[src/rtl/lsu_mem_if.sv]
// Load/store unit between the execute stage and a fixed-latency data memory port.
// Handles request/response handshake, byte-lane steering, load extension and fault detection.
module lsu_mem_if #(
    parameter int XLEN    = 32,
    parameter int MEM_LAT = 1,
    parameter int NB      = XLEN / 8,
    parameter int OFFW    = $clog2(NB)
) (
    input  logic              clk,
    input  logic              rst,
    input  logic              req_valid,
    output logic              req_ready,
    input  logic              req_we,
    input  logic [2:0]        req_funct3,
    input  logic [XLEN-1:0]   req_addr,
    input  logic [XLEN-1:0]   req_wdata,
    output logic              resp_valid,
    output logic [XLEN-1:0]   resp_rdata,
    output logic              resp_fault,
    output logic              data_read,
    output logic [XLEN-1:0]   data_addr,
    output logic [NB-1:0]     data_write,
    output logic [XLEN-1:0]   data_in,
    input  logic [XLEN-1:0]   data_out
);

    localparam int CW = (MEM_LAT > 1) ? $clog2(MEM_LAT) : 1;

    typedef enum logic [1:0] {
        S_IDLE   = 2'd0,
        S_ACCESS = 2'd1,
        S_WAIT   = 2'd2,
        S_RESP   = 2'd3
    } state_t;

    function automatic logic f3_illegal(input logic [2:0] f3, input logic we);
        logic bad;
        case (f3)
            3'b000, 3'b001, 3'b010: bad = 1'b0;
            3'b011:                 bad = (XLEN != 64);
            3'b100, 3'b101:         bad = we;
            3'b110:                 bad = we || (XLEN != 64);
            default:                bad = 1'b1;
        endcase
        return bad;
    endfunction

    function automatic logic misaligned(input logic [1:0] size, input logic [2:0] off3);
        logic m;
        case (size)
            2'd0:    m = 1'b0;
            2'd1:    m = off3[0];
            2'd2:    m = |off3[1:0];
            default: m = |off3;
        endcase
        return m;
    endfunction

    function automatic logic [NB-1:0] lane_mask(input logic [1:0] size, input logic [OFFW-1:0] off);
        logic [7:0] base;
        case (size)
            2'd0:    base = 8'h01;
            2'd1:    base = 8'h03;
            2'd2:    base = 8'h0F;
            default: base = 8'hFF;
        endcase
        return NB'(base) << off;
    endfunction

    // Extension is done at 64 bits and truncated, so W on XLEN=32 passes through unchanged.
    function automatic logic [XLEN-1:0] load_extend(input logic [XLEN-1:0] dout,
                                                     input logic [2:0]      f3,
                                                     input logic [OFFW-1:0] off);
        logic [XLEN-1:0] sh;
        logic [63:0]     w;
        logic            sx;
        sh = dout >> {off, 3'b000};
        sx = ~f3[2];
        case (f3[1:0])
            2'd0:    w = {{56{sx & sh[7]}},  sh[7:0]};
            2'd1:    w = {{48{sx & sh[15]}}, sh[15:0]};
            2'd2:    w = {{32{sx & sh[31]}}, sh[31:0]};
            default: w = 64'(sh);
        endcase
        return XLEN'(w);
    endfunction

    state_t            state_q, state_d;
    logic [CW-1:0]     cnt_q, cnt_d;
    logic              we_q, we_d;
    logic [2:0]        f3_q, f3_d;
    logic [OFFW-1:0]   off_q, off_d;
    logic              data_read_q, data_read_d;
    logic [XLEN-1:0]   data_addr_q, data_addr_d;
    logic [NB-1:0]     data_write_q, data_write_d;
    logic [XLEN-1:0]   data_in_q, data_in_d;
    logic              resp_valid_q, resp_valid_d;
    logic [XLEN-1:0]   resp_rdata_q, resp_rdata_d;
    logic              resp_fault_q, resp_fault_d;

    logic [OFFW-1:0]   req_off_s;
    logic              req_fault_s;

    // Request decode: byte offset and fault classification of the incoming request.
    always_comb begin
        req_off_s   = req_addr[OFFW-1:0];
        req_fault_s = f3_illegal(req_funct3, req_we) ||
                      misaligned(req_funct3[1:0], 3'(req_off_s));
    end

    // Next-state and next-output logic; strobes default low so they only pulse in ACCESS.
    always_comb begin
        state_d      = state_q;
        cnt_d        = cnt_q;
        we_d         = we_q;
        f3_d         = f3_q;
        off_d        = off_q;
        data_read_d  = 1'b0;
        data_write_d = '0;
        data_addr_d  = data_addr_q;
        data_in_d    = data_in_q;
        resp_valid_d = 1'b0;
        resp_rdata_d = resp_rdata_q;
        resp_fault_d = resp_fault_q;
        case (state_q)
            S_IDLE: begin
                if (req_valid) begin
                    we_d  = req_we;
                    f3_d  = req_funct3;
                    off_d = req_off_s;
                    if (req_fault_s) begin
                        state_d      = S_RESP;
                        resp_valid_d = 1'b1;
                        resp_rdata_d = '0;
                        resp_fault_d = 1'b1;
                    end else begin
                        state_d     = S_ACCESS;
                        data_addr_d = {req_addr[XLEN-1:OFFW], {OFFW{1'b0}}};
                        if (req_we) begin
                            data_write_d = lane_mask(req_funct3[1:0], req_off_s);
                            data_in_d    = req_wdata << {req_off_s, 3'b000};
                        end else begin
                            data_read_d = 1'b1;
                        end
                    end
                end else begin
                    state_d = S_IDLE;
                end
            end
            S_ACCESS: begin
                if (we_q) begin
                    state_d      = S_RESP;
                    resp_valid_d = 1'b1;
                    resp_rdata_d = '0;
                    resp_fault_d = 1'b0;
                end else begin
                    state_d = S_WAIT;
                    cnt_d   = CW'(MEM_LAT - 1);
                end
            end
            S_WAIT: begin
                if (cnt_q == '0) begin
                    state_d      = S_RESP;
                    resp_valid_d = 1'b1;
                    resp_rdata_d = load_extend(data_out, f3_q, off_q);
                    resp_fault_d = 1'b0;
                end else begin
                    cnt_d = cnt_q - CW'(1);
                end
            end
            S_RESP: begin
                state_d = S_IDLE;
            end
            default: begin
                state_d = S_IDLE;
            end
        endcase
    end

    // State and registered outputs; reset abandons any access in flight.
    always_ff @(posedge clk or posedge rst) begin
        if (rst) begin
            state_q      <= S_IDLE;
            cnt_q        <= '0;
            we_q         <= 1'b0;
            f3_q         <= 3'b000;
            off_q        <= '0;
            data_read_q  <= 1'b0;
            data_addr_q  <= '0;
            data_write_q <= '0;
            data_in_q    <= '0;
            resp_valid_q <= 1'b0;
            resp_rdata_q <= '0;
            resp_fault_q <= 1'b0;
        end else begin
            state_q      <= state_d;
            cnt_q        <= cnt_d;
            we_q         <= we_d;
            f3_q         <= f3_d;
            off_q        <= off_d;
            data_read_q  <= data_read_d;
            data_addr_q  <= data_addr_d;
            data_write_q <= data_write_d;
            data_in_q    <= data_in_d;
            resp_valid_q <= resp_valid_d;
            resp_rdata_q <= resp_rdata_d;
            resp_fault_q <= resp_fault_d;
        end
    end

    assign req_ready  = (state_q == S_IDLE);
    assign resp_valid = resp_valid_q;
    assign resp_rdata = resp_rdata_q;
    assign resp_fault = resp_fault_q;
    assign data_read  = data_read_q;
    assign data_addr  = data_addr_q;
    assign data_write = data_write_q;
    assign data_in    = data_in_q;

endmodule

[config.mk]
export PLATFORM = sky130hd
export DESIGN_NAME = lsu_mem_if
export DESIGN_NICKNAME = d
export VERILOG_FILES = /design/src/rtl/lsu_mem_if.sv
export SDC_FILE = /design/constraint.sdc
export NUM_CORES = 1
export LEC_CHECK = 0
export ABC_CLOCK_PERIOD_IN_PS = 8050
export CAP_MARGIN = 20
export CORE_ASPECT_RATIO = 0.75
export CORE_MARGIN = 4
export CORE_UTILIZATION = 34
export DETAILED_ROUTE_END_ITERATION = 10
export HOLD_SLACK_MARGIN = 0.03
export PLACE_DENSITY = 0.63
export SYNTH_ARGS = -nofsm -noshare
export SYNTH_HDL_FRONTEND = slang
export SYNTH_SLANG_ARGS = --single-unit
[constraint.sdc]
create_clock -name clk -period 8.05 [get_ports clk]
set_input_delay 1.61 -clock clk [delete_from_list [all_inputs] [get_ports clk]]
set_output_delay 1.61 -clock clk [all_outputs]
set_load 0.005 [all_outputs]
; ---- Word-level counts from Yosys, hierarchy flattened
; Cells that the tools add are included.
[totals]
out_inout_bits = 104
register_bits = 110
input_bits = 103
word_cells = 90
[op_classes]
muxes = 39
bitwise = 4
reduce_logical = 15
shifts = 3
addsub = 1
n_eq_ne = 16
[op_table]
columns = cell, n
row1 = one-hot mux 32 bit (3 select lines), 2
row2 = 2-to-1 mux 32 bit, 4
row3 = 2-to-1 mux 4 bit, 8
row4 = left shift 32 x 5 -> 32 bit, 1
row5 = >> shifter 32 x 5 -> 32 bit, 1
row6 = 2-to-1 mux 1 bit, 15
row7 = one-hot mux 4 bit (3 select lines), 1
row8 = == test 2 bit (second input constant), 4
row9 = inequality test 2 bit (second input constant), 4
row10 = one-hot mux 2 bit (4 select lines), 1
row11 = == test 2 x 1 -> 1 bit (second input constant), 3
row12 = == test 3 bit (second input constant), 2
row13 = zero test 2 bit, 3
row14 = 2-to-1 mux 2 bit, 3
row15 = one-hot mux 1 bit (2 select lines), 3
row16 = one-hot mux 1 bit (3 select lines), 2
row17 = AND reduction 5 bit, 1
row18 = AND reduction 2 bit, 2
row19 = AND reduction 4 bit, 1
row20 = OR reduction 2 bit, 2
row21 = left shift 4 x 2 -> 4 bit, 1
row22 = == test 3 x 1 -> 1 bit (second input constant), 1
row23 = == test 3 x 2 -> 1 bit (second input constant), 1
row24 = zero test 3 bit, 1
row25 = other kinds (9), 11

; ---- Depth between registers and ports, before layout
[logic_depth]
word_depth = 12
ltp_mapped = 8
depth_no_buf = 6

; ---- Least setup slack after synthesis
; Ideal clock, no wire load.
[synth_timing]
path_type = input port to flip-flop
from = in req_addr[0]
to = reg data_addr_q[4], in the netlist data_addr[4]
required_ns = 7.922
path_slack_ns = 5.100
n_path_buf = 2
stages = 5
t_arrival_ns = 2.822
setup_ns = 0.128
cell_sequence = buf_2 -> a221oi_2 -> o21bai_1 -> buf_2 -> mux2_1
[synth_between]
elab_chain_len = 5
[synth_lines]
columns = element, line_no
row1 = "start, declared", 15  ; input logic [XLEN-1:0] req_addr,
row2 = OR reduction 2 bit, "53, 54"
row3 = one-hot mux 1 bit (2 select lines) (*), 50  ; case (size)
row4 = logical OR 1 bit (*), 107  ; req_fault_s = f3_illegal(req_funct3, req_we) ||
row5 = NOT 1 bit (no line) (*), --
row6 = AND reduction 3 bit (no line) (*), --
row7 = "end signal, assigned", 202  ; data_addr_q <= data_addr_d;
row8 = "end, declared", 94  ; logic [XLEN-1:0] data_addr_q, data_addr_d;
; Every way passes the cells marked *; elsewhere a longest branch is shown, timed or not.
; A chain may end at the register's enable or synchronous reset.

; ---- Worst setup path in the final report
[layout_timing]
from = in req_addr[1]
to = reg resp_rdata_q[15], in the netlist resp_rdata[15]
[layout_between]
elab_chain_len = 5
[layout_lines]
columns = element, line_no
row1 = OR reduction 2 bit, "53, 54"
row2 = one-hot mux 1 bit (2 select lines), 50
row3 = logical OR 1 bit, 107
row4 = inequality test 2 x 1 -> 1 bit (no line), --
row5 = AND reduction 5 bit (no line), --
row6 = "end signal, assigned", 206  ; resp_rdata_q <= resp_rdata_d;
row7 = "end, declared", 98  ; logic [XLEN-1:0] resp_rdata_q, resp_rdata_d;
; Every way passes these cells.

==> out/qor.yml <==
run_status:
  status: "completed"
placement:
  io_buffers: 204
  hpwlAfterDp_um: 12200
  globalplace.congestion: 0.818
  dp.cells: 870
clock_network:
  cts.path.max_buffers: 2
  cts_tree: "done"
  ctsHoldBuffers: 0
  clkLatencyLatePin_ps: 340
  cts-resized-gates: 0
  clock_sinks: 109
  cts_buffers: 9
  cts_max_level: 3
  clkSlewWorstSetupHoldPaths_ps: 70
  post_cts_buffers: 0
  clockRootBuffer: "clkbuf_16"
routing:
  vias: 4511
  drc: 0
  vias_per_cell: 5.09
  wire_per_inst_um: 18.3
  first_pass_iters: 4
  final_antenna_net_count: 0
  wirelength_um: 16200
  drtIter0Drc: 251
sta:
  finalSetupViolations: 0
  grt_setup_unrepaired: "false"
  max_freq_ghz: 0.242
  finalHoldViolations: 0
  finalCritPeriodShare: 0.513
  slew_headroom: 0.370
  clock_skew_ps: 8.94
  maxSlewViolCount: 0
  fin_tns_setup_ps: 0
  period_minus_slack_ps: 4130
  worst_slew_pin_slew_ps: 945
  whs_ps: 479
logic_synthesis:
  synth_top_cells_by_count: "dfrtp_1 (109), o21ai_0 (53), mux2_2 (48), nand2_1 (43), mux2i_1 (33)"
  yosys_warnings: 0
  synth.avg_cell_area_sq_um: 10.9
  synth.area.top_cells: "dfrtp_1 (50%), mux2_2 (10%), mux2i_1 (6.1%), o21ai_0 (4.9%), o2bb2ai_1 (4.8%)"
  synth_largest_area_cell: "dfrtp_1"
  yosysSeqAreaShare: 0.503
  syn_inst: 498
  synthesis.area_sq_mm: 0.00543
  synth_seq_cells: 109
  post_synth_num_cell_types: 42
  synth_edf_count: 0
  yosysMostFrequentCell: "dfrtp_1"
  synthFlopType: "dfrtp_1"
  async_flop_share: 1.00
  synth_top_area_frac: 0.503
global_routing:
  grt_pass1_wl_um: 26100
  first_global_vias: 4660
  grt_overflow: 0
  grt_max_degree: 62
  grtUsageTotal: 0.178
  antenna_found_initial: 0
layout:
  syn2layout_area_growth_pct: 45.8
  insertedDiodeCount: 0
  drive_above_1_share: 0.120
  final_util: 0.513
  finalNetCount: 785
  regArea_sq_mm: 0.00273
  fillers: 1400
  multi_input_comb_area_sq_mm: 0.00246
  fin_cells: 887
power:
  irDropWorstVdd_mv: 0.164
  p_leak_nw: 3.28
  cellPowerDensity_mw_per_mm2: 334
  p_total_mw: 2.64
worst_setup_path:
  critical_path.max_stage_delay_ps: 740
  crit_slowest_cell: "o31ai_4"
  crit_chain: "clkdlybuf4s50_1 > buf_4 > nor4_4 > o31ai_4 > nand2_1 > buf_16 > a22o_1"
  required_ps: 8270
  crit_fanout: 41
  worst_setup_path_end_kind: "flop"
  critical_path_class: "input pin to flop"
  reg2reg_depth: 5
  worst_ep_arrival_time_ps: 4350
  cp-start-kind: "input pin"
worst_hold_path:
  min_path_cells: 2
  min_path_type: "flop to flop"
die:
  die_x_um: 154
  rows: 39
  start_util: 0.352
  die_area_sq_mm: 0.0181
  core-area_sq_mm: 0.0154
  die_y_um: 117
  ios: 207
job:
  drv_cap: 0
## worst max-delay path, delay by kind of cell
family                 cells  cell delay [ps]
AOI/OAI and AO/OA          2              970
buffers and inverters      3             1130
and+or+nand+nor            2              620
## flip-flops by register name, indices dropped and copies added (netlist names)
| register | count |
|---|---|
| data_addr | 30 |
| resp_valid | 1 |
| resp_fault | 1 |
| data_write | 4 |
| resp_rdata | 32 |
| we_q | 1 |
| data_in | 32 |
| state_q | 2 |
| f3_q | 3 |
| off_q | 2 |
| data_read | 1 |
## layer usage
metal | GRT usage | part of all wire | routed length [um] | vias up
li1 | - | - | - | 2178
met1 | 0.241 | 0.45 | 7240 | 2183
met2 | 0.294 | 0.49 | 7970 | 126
met3 | 0.0361 | 0.041 | 669 | 24
met4 | 0.0441 | 0.020 | 317 | 0
met5 | 0 | 0 | 0 | -
## area by class of cell
type                       instances  area share
tap                              205      0.0324
sequential                       109       0.345
multi-input combinational        330       0.311
clock buffer                      10      0.0289
clock inverter                     5     0.00553
inverter                          17     0.00838
timing repair buffer             211       0.269
## path summary, 6_finish.rpt
kind	slack, ps	start	to
setup reg to reg	5840	off_q[0]$_DFFE_PP0P_	resp_rdata[17]$_DFFE_PP0P_
setup / recovery	3920	req_addr[1]	resp_rdata[15]$_DFFE_PP0P_
hold reg to reg	480	data_in[17]$_DFFE_PP0P_	data_in[17]$_DFFE_PP0P_
max in group asynchronous	5180	rst	resp_rdata[10]$_DFFE_PP0P_
min in group asynchronous	1750	rst	data_addr[15]$_DFFE_PP0P_
hold / removal	480	data_in[17]$_DFFE_PP0P_	data_in[17]$_DFFE_PP0P_
## cells by family (layout without fill, tap and decap cells)
logic type      count (synthesis)  after routing  share of synthesized area
fa+ha+maj                       4              4                    0.00922
simple gates                   93             93                     0.0874
flops                         109            109                      0.503
buf+inv                        60            243                     0.0491
xor+xnor                        1              1                    0.00161
compound gates                147            147                      0.183
mux                            83             83                      0.167
other cells                     1              2                   0.000691
## where the power goes
group	internal [mW]	switching, mW	leakage [nW]
Clock	0.213	0.202	0.134
Combinational	0.725	0.575	1.74
Sequential	0.775	0.155	1.40
## per-stage QoR
step	setup slack [ps]	instance area, sq um
global placement	3400	7580
floorplan	3570	5430
finish	3920	7910
CTS	3660	7860
detailed placement	3300	7580
global route	3710	7910
## cell usage in the layout (no fill, tap or decap), types with 4 or more instances in the layout
master             n
dfrtp_1          109
nor2b_1           11
o31ai_1            8
clkdlybuf4s50_1  203
inv_1             16
mux2_2            48
a211oi_1          10
mux2i_1           33
o2bb2ai_1         30
nor2_1            10
a21oi_1           27
o21ai_0           53
clkbuf_16          9
ha_1               4
nand4_1           16
nand2_1           43
o211ai_1           7
buf_4              5
No activity file was read; power rests on OpenSTA's default activity.
